File: src/rtl/hdu_scoreboard_pkg.sv
// Shared types and constants for the Alioth decode-stage hazard scoreboard.
package alioth_hdu_pkg;

    localparam logic [4:0] REG_ZERO  = 5'd0;
    localparam int         DEPTH_MIN = 2;
    localparam int         DEPTH_MAX = 16;

    // One in-flight register write; the tag is the entry's index.
    typedef struct packed {
        logic       valid;
        logic [4:0] rd;
    } sb_entry_t;

    function automatic bit depth_ok(input int d);
        return (d >= DEPTH_MIN) && (d <= DEPTH_MAX);
    endfunction

endpackage

File: src/rtl/hdu_scoreboard_free_alloc.sv
// Find-first-zero priority encoder over the scoreboard valid vector.
// Returns the lowest free index (0 when none is free) plus an any-free flag.
module hdu_free_alloc
    import alioth_hdu_pkg::*;
#(
    parameter int N     = 4,
    parameter int IDX_W = $clog2(N)
) (
    input  logic [N-1:0]     i_valid,
    output logic [IDX_W-1:0] o_idx,
    output logic             o_any_free
);

    // Scan high to low so the lowest free index wins.
    always_comb begin
        o_idx      = '0;
        o_any_free = 1'b0;
        for (int i = N - 1; i >= 0; i--) begin
            if (!i_valid[i]) begin
                o_idx      = IDX_W'(i);
                o_any_free = 1'b1;
            end
        end
    end

endmodule

File: src/rtl/hdu_scoreboard.sv
// Tagged hazard-detection scoreboard for the decode stage.
// Tracks DEPTH in-flight register writes that may retire out of order and
// stalls decode on uncovered RAW hazards or scoreboard exhaustion.
// Optional WAW stall is compiled in with `define HDU_WAW_CHECK_EN.
module hdu_scoreboard
    import alioth_hdu_pkg::*;
#(
    parameter  int DEPTH = 4,
    localparam int TAG_W = $clog2(DEPTH),
    localparam int CNT_W = $clog2(DEPTH + 1)
) (
    input  logic             clk,
    input  logic             rst,
    input  logic             inst_valid,
    input  logic [4:0]       rs1,
    input  logic [4:0]       rs2,
    input  logic             access_rs1,
    input  logic             access_rs2,
    input  logic [4:0]       rd,
    input  logic             reg_we,
    input  logic             ex_reg_we,
    input  logic [4:0]       ex_reg_waddr,
    input  logic             wb_done,
    input  logic [TAG_W-1:0] wb_tag,
    input  logic             flush,
    output logic             hold_flag,
    output logic             issue_fire,
    output logic [TAG_W-1:0] issue_tag,
    output logic             sb_full,
    output logic [CNT_W-1:0] pending_cnt
);

    if (!depth_ok(DEPTH)) begin : g_bad_depth
        $error("hdu_scoreboard: DEPTH out of range 2..16");
    end

    sb_entry_t        r_sb [DEPTH];
    logic [DEPTH-1:0] w_valid;
    logic [DEPTH-1:0] w_retiring;
    logic [DEPTH-1:0] w_hit_rs1;
    logic [DEPTH-1:0] w_hit_rs2;
    logic [DEPTH-1:0] w_hit_rd;
    logic [TAG_W-1:0] w_free_idx;
    logic             w_any_free;
    logic             w_needs_entry;
    logic             w_raw_rs1;
    logic             w_raw_rs2;
    logic             w_waw;

    // Per-entry decode: live entries (valid and not retiring now) raise hits.
    always_comb begin
        for (int i = 0; i < DEPTH; i++) begin
            w_valid[i]    = r_sb[i].valid;
            w_retiring[i] = wb_done && (wb_tag == TAG_W'(i)) && r_sb[i].valid;
            w_hit_rs1[i]  = r_sb[i].valid && !w_retiring[i] && (r_sb[i].rd == rs1);
            w_hit_rs2[i]  = r_sb[i].valid && !w_retiring[i] && (r_sb[i].rd == rs2);
            w_hit_rd[i]   = r_sb[i].valid && !w_retiring[i] && (r_sb[i].rd == rd);
        end
    end

    hdu_free_alloc #(
        .N     (DEPTH),
        .IDX_W (TAG_W)
    ) u_free_alloc (
        .i_valid    (w_valid),
        .o_idx      (w_free_idx),
        .o_any_free (w_any_free)
    );

    assign w_needs_entry = inst_valid && reg_we && (rd != REG_ZERO);

    // A pending write to a source stalls unless EX can forward that register.
    assign w_raw_rs1 = access_rs1 && (rs1 != REG_ZERO) && (|w_hit_rs1)
                       && !(ex_reg_we && (ex_reg_waddr == rs1));
    assign w_raw_rs2 = access_rs2 && (rs2 != REG_ZERO) && (|w_hit_rs2)
                       && !(ex_reg_we && (ex_reg_waddr == rs2));

`ifdef HDU_WAW_CHECK_EN
    assign w_waw = w_needs_entry && (|w_hit_rd);
`else
    // Duplicate rd entries are legal; RAW holds until every copy retires.
    assign w_waw = 1'b0 & (|w_hit_rd);
`endif

    assign sb_full     = !w_any_free;
    assign hold_flag   = inst_valid && !flush &&
                         (w_raw_rs1 || w_raw_rs2 || w_waw || (w_needs_entry && sb_full));
    assign issue_fire  = w_needs_entry && !hold_flag && !flush;
    assign issue_tag   = w_free_idx;

    // Occupancy is a popcount of the valid vector, so it can never drift.
    always_comb begin
        pending_cnt = '0;
        for (int i = 0; i < DEPTH; i++) begin
            pending_cnt = pending_cnt + CNT_W'(w_valid[i]);
        end
    end

    // Entry update: flush beats retire/allocate; a retiring slot is not
    // free this cycle, so retire and allocate never target the same entry.
    always_ff @(posedge clk or posedge rst) begin
        if (rst) begin
            for (int i = 0; i < DEPTH; i++) begin
                r_sb[i] <= '0;
            end
        end else if (flush) begin
            for (int i = 0; i < DEPTH; i++) begin
                r_sb[i].valid <= 1'b0;
            end
        end else begin
            for (int i = 0; i < DEPTH; i++) begin
                if (w_retiring[i]) begin
                    r_sb[i].valid <= 1'b0;
                end else if (issue_fire && (w_free_idx == TAG_W'(i))) begin
                    r_sb[i].valid <= 1'b1;
                    r_sb[i].rd    <= rd;
                end
            end
        end
    end

endmodule

File: config.mk
export PLATFORM = sky130hd
export DESIGN_NAME = hdu_scoreboard
export DESIGN_NICKNAME = d
export VERILOG_FILES = /design/src/rtl/hdu_scoreboard_pkg.sv /design/src/rtl/hdu_scoreboard_free_alloc.sv /design/src/rtl/hdu_scoreboard.sv
export SDC_FILE = /design/constraint.sdc
export NUM_CORES = 1
export LEC_CHECK = 0
export BUFFER_PORTS_ARGS = -buffer_cell sky130_fd_sc_hd__buf_2
export CORE_MARGIN = 8
export CORE_UTILIZATION = 59
export CTS_CLUSTER_DIAMETER = 40
export CTS_CLUSTER_SIZE = 16
export DETAILED_ROUTE_END_ITERATION = 6
export HOLD_SLACK_MARGIN = 0.15
export PLACE_DENSITY = 0.95
export SLEW_MARGIN = 20
export SYNTH_ARGS = -nofsm -noshare
export SYNTH_HDL_FRONTEND = slang
export SYNTH_SLANG_ARGS = --single-unit
File: constraint.sdc
create_clock -name clk -period 5.06 [get_ports clk]
set_clock_uncertainty 0.15 [all_clocks]
set_input_delay 0.253 -clock clk [delete_from_list [all_inputs] [get_ports clk]]
set_output_delay 0.253 -clock clk [all_outputs]
set_load 0.005 [all_outputs]
* Word-level counts from Yosys, hierarchy flattened *
Cells that the tools add are included.

cells by class
  add/subtract/negate cells = 3
  eq/ne operators = 16
  mux-type cells = 20
  bitwise logic cells = 5
  reductions and logical operators = 65

operator list
  operator                                                                number
  5-bit equality test                                                     10
  1-bit logical AND                                                       39
  6-bit two-way mux                                                       4
  5-bit nonzero test                                                      3
  1-bit two-way mux                                                       12
  3-bit AND reduction                                                     4
  3-bit nonzero test                                                      4
  1-bit logical NOT                                                       9
  2-bit equality test (second input constant)                             4
  2-bit two-way mux                                                       4
  4-bit OR reduction                                                      2
  1-bit inverter                                                          5
  2-bit by 1-bit equality test with 1-bit output (second input constant)  2
  2-bit logical NOT                                                       2
  2-bit by 1-bit adder with 3-bit output                                  1
  3-bit by 1-bit adder with 3-bit output                                  1
  1-bit by 1-bit adder with 2-bit output                                  1
  1-bit logical OR                                                        2

word-level totals
  flip-flop bits (word level) = 24
  input bits = 31
  output and inout port bits = 8

* Longest topological paths before layout *
Gate-level depths: netlist of run 1.

  depth after elaboration = 19
  depth in mapped cells = 10
  gate-level depth less buffers = 8

* Hierarchy *
Synthesis of run 1 repeated with hierarchy kept, for this count alone.

second synthesis, totals
  cell total of the unflattened synthesis = 179
  area, all modules = 1883.1 µm²

modules (own cells, without submodules)
  module          instances  cells an instance  area an instance (µm²)  seq. area each (µm²)
  hdu_scoreboard  1          174                1854.3                  600.6
  hdu_free_alloc  1          5                  28.8                    0.0

* Worst setup path after synthesis of run 1 *
OpenSTA, ideal clock, no wires.

  path type = input-to-reg
  start = input port rs2[1]
  end = register r_sb[0] (netlist bit)
  library setup time = 127 ps
  data arrival time = 1982 ps
  data required time = 4783 ps
  slack = 2801 ps
  stages = 8
  buffers on the path = 2
  cells stage by stage = buf_2 or4_1 o21ai_1 a31oi_1 a22oi_4 and4_1 buf_4 mux2_1

between the ends
  cells in the longest elaborated chain, start to end = 13
  elaborated cells on any way between the ends = 24
  classes of those cells = eq/ne: 5; reduce/logical: 19

ends and longest elaborated chain
  element                             RTL line               source
  start: declaration                  hdu_scoreboard.sv:16   input logic [4:0] rs2,
  5-bit equality test                 hdu_scoreboard.sv:56   w_hit_rs2[i] = r_sb[i].valid && !w_retiring[i] && (r_sb[i].rd == rs2);
  1-bit logical AND                   hdu_scoreboard.sv:56
  4-bit OR reduction                  hdu_scoreboard.sv:75   assign w_raw_rs2 = access_rs2 && (rs2 != REG_ZERO) && (|w_hit_rs2)
  1-bit logical AND                   hdu_scoreboard.sv:75
  1-bit logical AND (*)               hdu_scoreboard.sv:76   && !(ex_reg_we && (ex_reg_waddr == rs2));
  1-bit logical OR (*) (2 in a row)   hdu_scoreboard.sv:87   (w_raw_rs1 || w_raw_rs2 || w_waw || (w_needs_entry && sb_full));
  1-bit logical AND (*)               hdu_scoreboard.sv:86   assign hold_flag = inst_valid && !flush &&
  1-bit logical NOT (*)               hdu_scoreboard.sv:88   assign issue_fire = w_needs_entry && !hold_flag && !flush;
  1-bit logical AND (*) (2 in a row)  hdu_scoreboard.sv:88
  1-bit logical AND (*)               hdu_scoreboard.sv:114  end else if (issue_fire && (w_free_idx == TAG_W'(i))) begin
  3-bit AND reduction (no line) (*)   -
  end: declaration                    hdu_scoreboard.sv:37   sb_entry_t r_sb [DEPTH];

Every way passes the cells marked *; elsewhere a longest branch is shown, timed or not.
A chain may end at the register's enable or synchronous reset.

* Worst setup path after layout of run 1 *
  start = input port rd[0]
  end = output port issue_fire

between the ends
  cells in the longest elaborated chain, start to end = 8

ends and longest elaborated chain
  element                             RTL line              source
  start: declaration                  hdu_scoreboard.sv:19  input logic [4:0] rd,
  5-bit nonzero test (*)              hdu_scoreboard.sv:70  assign w_needs_entry = inst_valid && reg_we && (rd != REG_ZERO);
  1-bit logical AND (*)               hdu_scoreboard.sv:70
  1-bit logical AND                   hdu_scoreboard.sv:87
  1-bit logical OR                    hdu_scoreboard.sv:87
  1-bit logical AND                   hdu_scoreboard.sv:86
  1-bit logical NOT                   hdu_scoreboard.sv:88
  1-bit logical AND (*) (2 in a row)  hdu_scoreboard.sv:88
  end: declaration                    hdu_scoreboard.sv:27  output logic issue_fire,

Marks and branches as above.

==> results of run 1 <==
cell usage after synthesis, types with 2 or more instances:
master    n  area (µm²)
mux2_2   15         169
nor2_1    6        22.5
inv_1     7        26.3
dfrtp_1  24         601
xor2_1   30         263
o21ai_0   4        20.0
nand3_1   5        25.0
nand4_1   4        25.0
xnor2_1  20         175
ha_1      4        50.1
nor3_1    7        35.0
nand4_2   3        37.5
buf_2    10        50.1
o21a_1    2        15.0
a31oi_1   4        25.0
nor4_1    4        25.0
or4_1     3        22.5
mux2_1    5        56.3
and3_1    2        12.5
nand2_1   6        22.5
through the flow:
step | instance area (µm²) | instances | util (%) | hold slack, ns | power [mW]
2_1_floorplan | 1820 | 180 | - | 0.118 | 0.322
3_3_place_gp | 1990 | 240 | 66.3 | 0.309 | 0.356
3_5_place_dp | 1990 | 240 | 66.3 | 0.321 | 0.362
4_1_cts | 2080 | 250 | 69.4 | 0.207 | 0.445
5_1_grt | 2080 | 250 | 69.4 | 0.212 | 0.471
6_report | 2080 | 250 | 69.4 | 0.213 | 0.444
power breakdown:
part / total (mW) / switching, mW / internal (mW)
sequential: 0.238 / 0.0263 / 0.212
combinational: 0.127 / 0.0627 / 0.0638
clock: 0.0797 / 0.0518 / 0.0279
area by class of cell:
| type | count | area (µm²) |
|---|---|---|
| Multi-Input combinational cell | 138 | 1130 |
| Fill cell | 232 | 918 |
| Sequential cell | 24 | 601 |
| Timing Repair Buffer | 45 | 260 |
| Tap cell | 33 | 41.3 |
| Inverter | 7 | 26.3 |
| Clock buffer | 3 | 22.5 |
placed cells by master (no fill, tap or decap), types with 5 or more instances in the layout:
| cell | instances |
|---|---|
| buf_2 | 38 |
| xor2_1 | 30 |
| dfrtp_1 | 24 |
| xnor2_1 | 20 |
| mux2_2 | 15 |
| nor3_1 | 7 |
| inv_1 | 7 |
| dlygate4sd3_1 | 7 |
| nand2_1 | 6 |
| nor2_1 | 6 |
| nand3_1 | 5 |
| mux2_1 | 5 |
routing by layer:
layer | global-route usage, % | share of wire (%) | vias up
li1 | - | - | 707
met1 | 22.6 | 42 | 746
met2 | 30.4 | 46 | 64
met3 | 3.49 | 7.6 | 19
met4 | 11.3 | 4.1 | 0
met5 | 0 | 0 | -
timing repair:
item | in CTS | in global routing
endpoints found under the hold margin | 48 | 0
setup endpoints to repair | 0 | 0
hold buffers | 7 | 0
worst register-to-register path, stage by stage (launching register included):
cell and delay [ns]:
dfrtp_1 0.44, xor2_1 0.24, nor3_1 0.09, a31oi_1 0.17, nand3_1 0.13, a22oi_4 0.30
and4_1 0.37, mux2_1 0.36
final timing paths:
| path | end | slack, ns | cells after the start |
|---|---|---|---|
| worst max-delay path | issue_fire | 2.62 | 6 |
| worst min-delay path | r_sb[23]$_DFFE_PP0P_ | 0.21 | 3 |
| worst max register to register | r_sb[0]$_DFFE_PP0P_ | 2.72 | 7 |
| worst min register to register | r_sb[19]$_DFFE_PP0P_ | 0.44 | 1 |
| max in group asynchronous | r_sb[21]$_DFFE_PP0P_ | 3.73 | 3 |
| min in group asynchronous | r_sb[14]$_DFFE_PP0P_ | 0.49 | 3 |
cell families (layout without fill, tap and decap cells):
family | Yosys count | in the layout | share of synthesized area, %
xor gates and xnor gates | 50 | 50 | 24.1
and+or+nand+nor | 45 | 45 | 14.7
DFF | 24 | 24 | 33.0
muxes | 20 | 20 | 12.4
AOI/OAI and AO/OA | 18 | 18 | 7.36
buffers and inverters | 18 | 55 | 4.61
adders and majority gates | 5 | 5 | 3.85
==> flow_metrics.py, run 1 <==
metrics = {
    "run_status": {
        "status": "finished, final reports clean",
    },
    "cts": {
        "clock_path_buffers": 2,
        "ctsRootBufferMaster": "clkbuf_4",
        "h-tree-depth": 1,
        "clk_pin_slew_ns": 0.12,
        "cts.repair.resized": 0,
        "post-cts-setup-buffers": 0,
        "clk_latency_ns": 0.31,
        "cts_tree": "yes",
        "cts.sinks": 24,
        "cts_buffers": 3,
    },
    "sta": {
        "finalHoldViolations": 0,
        "worst_pin_slew_ns": 0.872,
        "fmax_mhz": 409,
        "rsz0062_at_grt": "no",
        "layout_worst_path_cycle_share_pct": 48.3,
        "fin_ws_ns": 2.62,
        "post-route-min-period_ns": 2.44,
        "slew_violations": 0,
        "setup-tns-final_ns": 0,
        "relSlewSlack_pct": 41.8,
        "setup_violations": 0,
    },
    "detailed_routing": {
        "routed_via_density": 6.14,
        "drt-pass1-iter-count": 4,
        "wl_per_cell_um": 18.0,
        "drt_iter0_markers": 97,
        "drt_wl_total_mm": 4.49,
        "post-route-drc-count": 0,
        "ant_nets": 0,
        "vias": 1536,
    },
    "setup_path": {
        "arrival_ns": 2.04,
        "crit_family": "buffers and inverters",
        "cp-start-kind": "input port",
        "crit_top_cell": "buf_2",
        "crit_chain": "dlygate4sd3_1 > buf_2 > or4_1 > o21a_1 > and3_1 > buf_2",
        "cp-end-kind": "output port",
        "crit_slowest_cell": "dlygate4sd3_1",
        "worst-path-max-fanout": 6,
        "critPathMaxStageDelay_ns": 0.53,
        "required_ns": 4.66,
        "r2r-start": "r_sb[22]$_DFFE_PP0P_",
        "critPathKind": "input port to output port",
        "path_buf_inv": 3,
        "startpoint": "rd[0]",
    },
    "floorplanning": {
        "die_height_um": 71.5,
        "die_area_um2": 5110,
        "fp-row-count": 20,
        "ios": 39,
        "die-width_um": 71.5,
        "start_util_pct": 60.5,
        "coreArea_um2": 3000,
    },
    "logic_synthesis": {
        "ys_ff_latch": 24,
        "yosysSeqAreaShare_pct": 33.0,
        "synth_edf_count": 0,
        "async_reset_ff_share_pct": 100,
        "ys.warnings.count": 0,
        "syn_avg_cell_area_um2": 10.1,
        "synth_ff_type": "dfrtp_1",
        "syn_inst": 180,
        "syn_nets": 216,
        "syn_area_um2": 1820,
        "ys_types": 35,
    },
    "finish": {
        "largest_reg_flops": 24,
        "top_regs": "r_sb (24)",
        "diodes": 0,
        "drive_gt1_share_pct": 27.6,
        "layout.nets": 255,
        "syn2layout_area_growth_pct": 14.7,
        "regMostFlops": "r_sb",
    },
    "place": {
        "finalWeightedCongestion": 0.904,
        "place_ws_ns": 2.55,
        "dpl.hpwl_mm": 3.62,
        "port_buffers": 38,
    },
    "global_routing": {
        "grt-ovfl-total": 0,
        "grt_pass1_wl_mm": 7.69,
        "grt_max_degree": 25,
        "grt_pass1_vias": 1592,
        "grt_usage_pct": 18.8,
        "antenna_found_initial": 0,
    },
    "pwr": {
        "power_leakage_nw": 1.04,
        "power.density_nw_per_um2": 213,
        "ir_drop_mv": 0.189,
    },
    "hold_path": {
        "hp-start": "wb_tag[1]",
        "hp-class": "input port to flop",
    },
    "run": {
        "cap_violations": 0,
    },
}
Power figures use the tool's default switching activity.
==> run 2, diff against run 1 <==
CORE_UTILIZATION = 49   (was 59)
PLACE_DENSITY = 0.86   (was 0.95)
clock period = 2.1 ns   (was 5.06 ns; I/O delays follow)
==> run 2 against run 1 <==
The flow now finishes with violations (negative setup slack); worst setup slack got worse by 2.9 ns; worst hold slack got worse by 0.078 ns; die area increased by 16%; non-clock buffer count increased by 33; critical path type is now flop to output port; critical endpoint unchanged.
==> flow_metrics.py, run 2 (synthesis gave the netlist of run 1 again) <==
metrics = {
    "run_status": {
        "status": "finished with violations",
        "violations": "negative setup slack",
    },
    "detailed_routing": {
        "drt-pass1-iter-count": 4,
        "wl_per_cell_um": 19.7,
        "routed_via_density": 5.70,
        "ant_nets": 0,
        "drt_iter0_markers": 160,
        "vias": 1700,
        "drt_wl_total_mm": 5.88,
        "post-route-drc-count": 0,
    },
    "setup_path": {
        "cp-end-kind": "output port",
        "arrival_ns": 2.08,
        "worst-path-max-fanout": 4,
        "cp-start-kind": "flop",
        "critPathKind": "flop to output port",
        "required_ns": 1.85,
    },
    "floorplanning": {
        "die_area_um2": 5920,
        "start_util_pct": 50.4,
        "ios": 39,
        "fp-row-count": 22,
        "coreArea_um2": 3610,
        "die_height_um": 76.9,
        "die-width_um": 76.9,
    },
    "run": {
        "cap_violations": 0,
    },
    "finish": {
        "regMostFlops": "r_sb",
        "mostFrequentLayoutCell": "buf_2",
        "final_cell_area_um2": 2550,
        "syn2layout_area_growth_pct": 40.4,
        "fin_cells": 298,
        "layout_common_cells": "37 x buf_2, 29 x xor2_1, 28 x buf_4, 22 x dfrtp_1, 19 x xnor2_1",
        "top_regs": "r_sb (24)",
        "layout.nets": 288,
        "nFillCells": 220,
        "largest_reg_flops": 24,
        "diodes": 0,
        "drive_gt1_share_pct": 45.2,
    },
    "global_routing": {
        "grt_pass1_wl_mm": 9.40,
        "grt-ovfl-total": 0,
        "use_met2_pct": 33.6,
        "antenna_found_initial": 0,
        "grt_pass1_vias": 1857,
        "grt_max_degree": 25,
        "use_met1_pct": 22.4,
        "met3_usage_pct": 3.61,
        "busiest_layer": "met2",
        "grt_usage_pct": 19.4,
    },
    "cts": {
        "clock_path_buffers": 2,
        "cts_buffers": 3,
        "h-tree-depth": 1,
        "ctsRootBufferMaster": "clkbuf_8",
        "cts_tree": "yes",
        "clk_latency_ns": 0.27,
        "clk_pin_slew_ns": 0.08,
        "cts.sinks": 24,
    },
    "pwr": {
        "total_power_mw": 1.28,
        "ir_drop_mv": 0.234,
        "power.density_nw_per_um2": 501,
        "power_leakage_nw": 1.26,
    },
    "sta": {
        "slew_violations": 0,
        "rsz0062_at_grt": "yes",
        "setup_violations": 25,
        "fin_ws_ns": -0.238,
        "relSlewSlack_pct": 64.3,
        "finalHoldViolations": 0,
        "worst_pin_slew_ns": 0.528,
        "layout_worst_path_cycle_share_pct": 111,
        "fmax_mhz": 428,
        "post-route-min-period_ns": 2.34,
    },
    "place": {
        "port_buffers": 38,
        "finalWeightedCongestion": 0.894,
        "placed_cell_area_um2": 2240,
        "dpl.hpwl_mm": 4.03,
        "place_ws_ns": -0.122,
        "place_inst": 283,
    },
    "hold_path": {
        "hp-class": "input port to flop",
    },
}
-- run 2: per-stage QoR --
step / TNS [ns] / hold WS [ns] / util [%]
global placement: -0.962 / 0.0120 / 62.1
detailed placement: -2.22 / 0.0256 / 62.1
finish: -4.27 / 0.134 / 70.8
CTS: -2.89 / 0.187 / 69.0
global route: -5.98 / 0.151 / 70.8
floorplan: -0.0479 / -0.0304 / -
-- run 2: final cells by class --
type                            instances  area, µm²  area share, %
Tap cell                               48       60.1           2.35
Clock buffer                            3       41.3           1.62
Multi-Input combinational cell        138       1290           50.5
Timing Repair Buffer                   78        533           20.9
Sequential cell                        24        603           23.6
Inverter                                7       26.3           1.03
-- run 2: layer usage --
layer / vias to the layer above / part of all wire [%]
met5: - / 0
met4: 0 / 2.7
met3: 15 / 5.6
met2: 70 / 50
met1: 848 / 42
li1: 767 / -
-- run 2: worst paths after layout --
kind	start	endpoint	slack [ns]	depth (start not counted)
min	wb_tag[0]	r_sb[11]$_DFFE_PP0P_	0.13	3
max in group asynchronous	rst	r_sb[12]$_DFFE_PP0P_	1.25	4
max	r_sb[12]$_DFFE_PP0P_	issue_fire	-0.24	9
max reg2reg	r_sb[12]$_DFFE_PP0P_	r_sb[12]$_DFFE_PP0P_	-0.22	9
min reg2reg	r_sb[10]$_DFFE_PP0P_	r_sb[10]$_DFFE_PP0P_	0.44	1
min in group asynchronous	rst	r_sb[23]$_DFFE_PP0P_	0.29	4
-- run 2: power by group --
part,switching (mW),internal [mW],total [mW]
combinational,0.206,0.225,0.431
sequential,0.0616,0.511,0.572
clock,0.147,0.129,0.275
-- run 2: what timing repair did --
action / in CTS / in global routing
hold buffers: 7 / 0
gates cloned: 0 / 0
endpoints found under the hold margin: 48 / 0
pin swaps: 12 / 7
buffers inserted: 3 / 2
endpoints found under the setup margin: 25 / 29
gates resized for setup: 26 / 14
-- run 2: worst max-delay path, cell delays in order, from the launching register on --
cell and delay [ns]:
dfrtp_2 0.45, xor2_2 0.16, nor4_2 0.36, nand4_1 0.16
nand3_2 0.11, a22oi_4 0.06, buf_6 0.15, buf_6 0.11
and3_4 0.14, buf_6 0.11
==> run 3, diff against run 2 <==
ABC_AREA = 1   (was unset)
CORE_UTILIZATION = 51   (was 49)
PLACE_DENSITY = 0.87   (was 0.86)
==> run 3 against run 2 <==
The run now ends clean; synthesized cell count increased by 97%; via count increased by 41%; clock-buffer cell count up 1; combinational power down 7.2%; critical path type unchanged; worst setup slack improved by 0.24 ns; worst hold slack better by 0.092 ns.
==> flow_metrics.py, run 3 <==
metrics = {
    "run_status": {
        "status": "finished, final reports clean",
    },
    "finish": {
        "regMostFlops": "r_sb",
        "largest_reg_flops": 24,
        "layout_common_cells": "143 x nand2_1, 47 x inv_1, 36 x buf_2, 34 x nor2_1, 24 x dfrtp_1",
        "mostFrequentLayoutCell": "nand2_1",
        "diodes": 0,
        "drive_gt1_share_pct": 20.1,
        "syn2layout_area_growth_pct": 24.2,
        "top_regs": "r_sb (24)",
        "nFillCells": 389,
        "layout.nets": 450,
        "final_core_util_pct": 63.9,
    },
    "sta": {
        "rsz0062_at_grt": "yes",
        "fmax_mhz": 477,
        "setup-tns-final_ns": 0,
        "post-route-min-period_ns": 2.10,
        "worst_pin_slew_ns": 0.557,
        "fin_ws_ns": 0.00464,
        "slew_violations": 0,
        "finalHoldViolations": 0,
        "setup_violations": 0,
        "layout_worst_path_cycle_share_pct": 99.8,
        "relSlewSlack_pct": 62.8,
    },
    "setup_path": {
        "r2r_slack_ns": 0.07,
        "critPathMaxStageDelay_ns": 0.55,
        "startpoint": "r_sb[5]$_DFFE_PP0P_",
        "rr_endpoint": "r_sb[14]$_DFFE_PP0P_",
        "critPathKind": "flop to output port",
        "ff2ff_path_depth": 10,
        "crit_slowest_cell": "fa_1",
        "arrival_ns": 1.84,
        "cp-end-kind": "output port",
        "crit_chain": "inv_2 > fa_1 > inv_2 > ha_4 > ha_4 > buf_6",
        "required_ns": 1.85,
        "r2r-start": "r_sb[5]$_DFFE_PP0P_",
        "worst-path-max-fanout": 3,
        "endpoint": "pending_cnt[1]",
        "cp-start-kind": "flop",
    },
    "detailed_routing": {
        "post-route-drc-count": 0,
        "drt_wl_total_mm": 6.43,
        "routed_via_density": 5.17,
        "vias": 2404,
        "drt-pass1-iter-count": 4,
        "ant_nets": 0,
        "wl_per_cell_um": 13.8,
        "drt_iter0_markers": 201,
    },
    "cts": {
        "cts_tree": "yes",
        "h-tree-depth": 1,
        "cts_buffers": 3,
        "cts.sinks": 24,
        "clk_pin_slew_ns": 0.08,
        "clk_latency_ns": 0.27,
        "clock_path_buffers": 2,
        "ctsRootBufferMaster": "clkbuf_8",
    },
    "logic_synthesis": {
        "synth_edf_count": 0,
        "syn_nets": 391,
        "synth_top_area_share_pct": 27.4,
        "synthTopCellsByCount": "146 x nand2_1, 51 x inv_1, 35 x nor2_1, 24 x dfrtp_1, 22 x nand4_1",
        "synth_top_area_cell": "dfrtp_1",
        "synth_ff_type": "dfrtp_1",
        "ys_ff_latch": 24,
        "async_reset_ff_share_pct": 100,
        "yosysMostFrequentCell": "nand2_1",
        "syn_avg_cell_area_um2": 6.18,
        "synthTopCellsByArea": "dfrtp_1 27%, nand2_1 25%, inv_1 8.7%, nand4_1 6.3%, nor2_1 6.0%",
        "ys_types": 29,
        "yosysSeqAreaShare_pct": 27.4,
        "syn_area_um2": 2190,
        "syn_inst": 355,
        "ys.warnings.count": 0,
    },
    "pwr": {
        "intPower_uw": 843,
        "ir_drop_mv": 0.351,
        "p_comb_share_pct": 30.8,
        "power_leakage_nw": 1.52,
        "p_seq_share_pct": 44.9,
        "p_sw_uw": 454,
        "p_clk_share_pct": 24.3,
        "p_sw_share_pct": 35.0,
        "power.density_nw_per_um2": 476,
    },
    "hold_path": {
        "hp-class": "input port to flop",
    },
    "floorplanning": {
        "ios": 39,
        "die_height_um": 81.6,
        "die_area_um2": 6660,
        "fp-row-count": 24,
        "coreArea_um2": 4260,
        "start_util_pct": 51.5,
        "die-width_um": 81.6,
    },
    "global_routing": {
        "grt-ovfl-total": 0,
        "grt_pass1_vias": 2286,
        "antenna_found_initial": 0,
        "grt_usage_pct": 19.9,
        "grt_pass1_wl_mm": 10.5,
        "grt_max_degree": 25,
    },
    "place": {
        "port_buffers": 38,
        "place_ws_ns": 0.121,
        "dpl.hpwl_mm": 4.83,
        "finalWeightedCongestion": 0.938,
    },
    "run": {
        "cap_violations": 0,
    },
}
## run 3: how the worst min path moves through the flow
stage	startpoint	endpoint	cells after the start
after floorplan	rst	r_sb[0]$_DFFE_PP0P_	1
after global placement	rst	r_sb[5]$_DFFE_PP0P_	3
after detailed placement	rst	r_sb[0]$_DFFE_PP0P_	3
after CTS	wb_tag[1]	r_sb[17]$_DFFE_PP0P_	5
after global routing	wb_tag[1]	r_sb[17]$_DFFE_PP0P_	5
final	wb_tag[1]	r_sb[17]$_DFFE_PP0P_	5
## run 3: timing repair
action	CTS	global route
pin swaps	3	6
setup endpoints to repair	2	28
setup buffers	4	4
endpoints found under the hold margin	48	1
hold buffers	11	1
resized for setup	6	13
## run 3: metal layers
| layer | track usage [%] | vias to the layer above | wire length (µm) |
|---|---|---|---|
| li1 | - | 1216 | - |
| met1 | 24.5 | 1085 | 2740 |
| met2 | 34.8 | 92 | 3120 |
| met3 | 3.06 | 11 | 473 |
| met4 | 5.96 | 0 | 106 |
| met5 | 0 | - | 0 |
## run 3: area by class of cell
class                   instances  area (µm²)  area share (%)
clock buffers                   4        55.1            2.02
inverters                      55         206            7.58
multi-input cells             267        1380            50.7
flip-flops and latches         24         601            22.0
well taps                      52        65.1            2.39
repair buffers                 63         417            15.3
## run 3: power by group through the flow
stage,sequential (mW),combinational (mW),clock (mW)
after CTS,0.580,0.390,0.321
after floorplan,0.568,0.265,0
final,0.582,0.400,0.315
after detailed placement,0.588,0.373,0
after global routing,0.591,0.458,0.336
after global placement,0.585,0.363,0
## run 3: through the flow
| step | power [mW] | hold WS (ns) | cell area [µm²] | std cells |
|---|---|---|---|---|
| global route | 1.38 | 0.217 | 2730 | 465 |
| floorplan | 0.833 | -0.0304 | 2190 | 355 |
| detailed placement | 0.961 | 0.0165 | 2420 | 442 |
| global placement | 0.949 | 0.0124 | 2420 | 442 |
| CTS | 1.29 | 0.179 | 2640 | 461 |
| finish | 1.30 | 0.226 | 2730 | 465 |
## run 3: cells by family after synthesis
group | share of synthesized area, %
AOI/OAI and AO/OA | 4.33
and+or+nand+nor | 46.6
xor gates and xnor gates | 5.59
buffers and inverters | 12.9
adders and majority gates | 3.19
DFF | 27.4
## run 3: worst max-delay path, delay by kind of cell, from the launching register on
family     cells  cell delay, ns
buf+inv        3            0.23
flops          1            0.41
fa+ha+maj      3            0.93
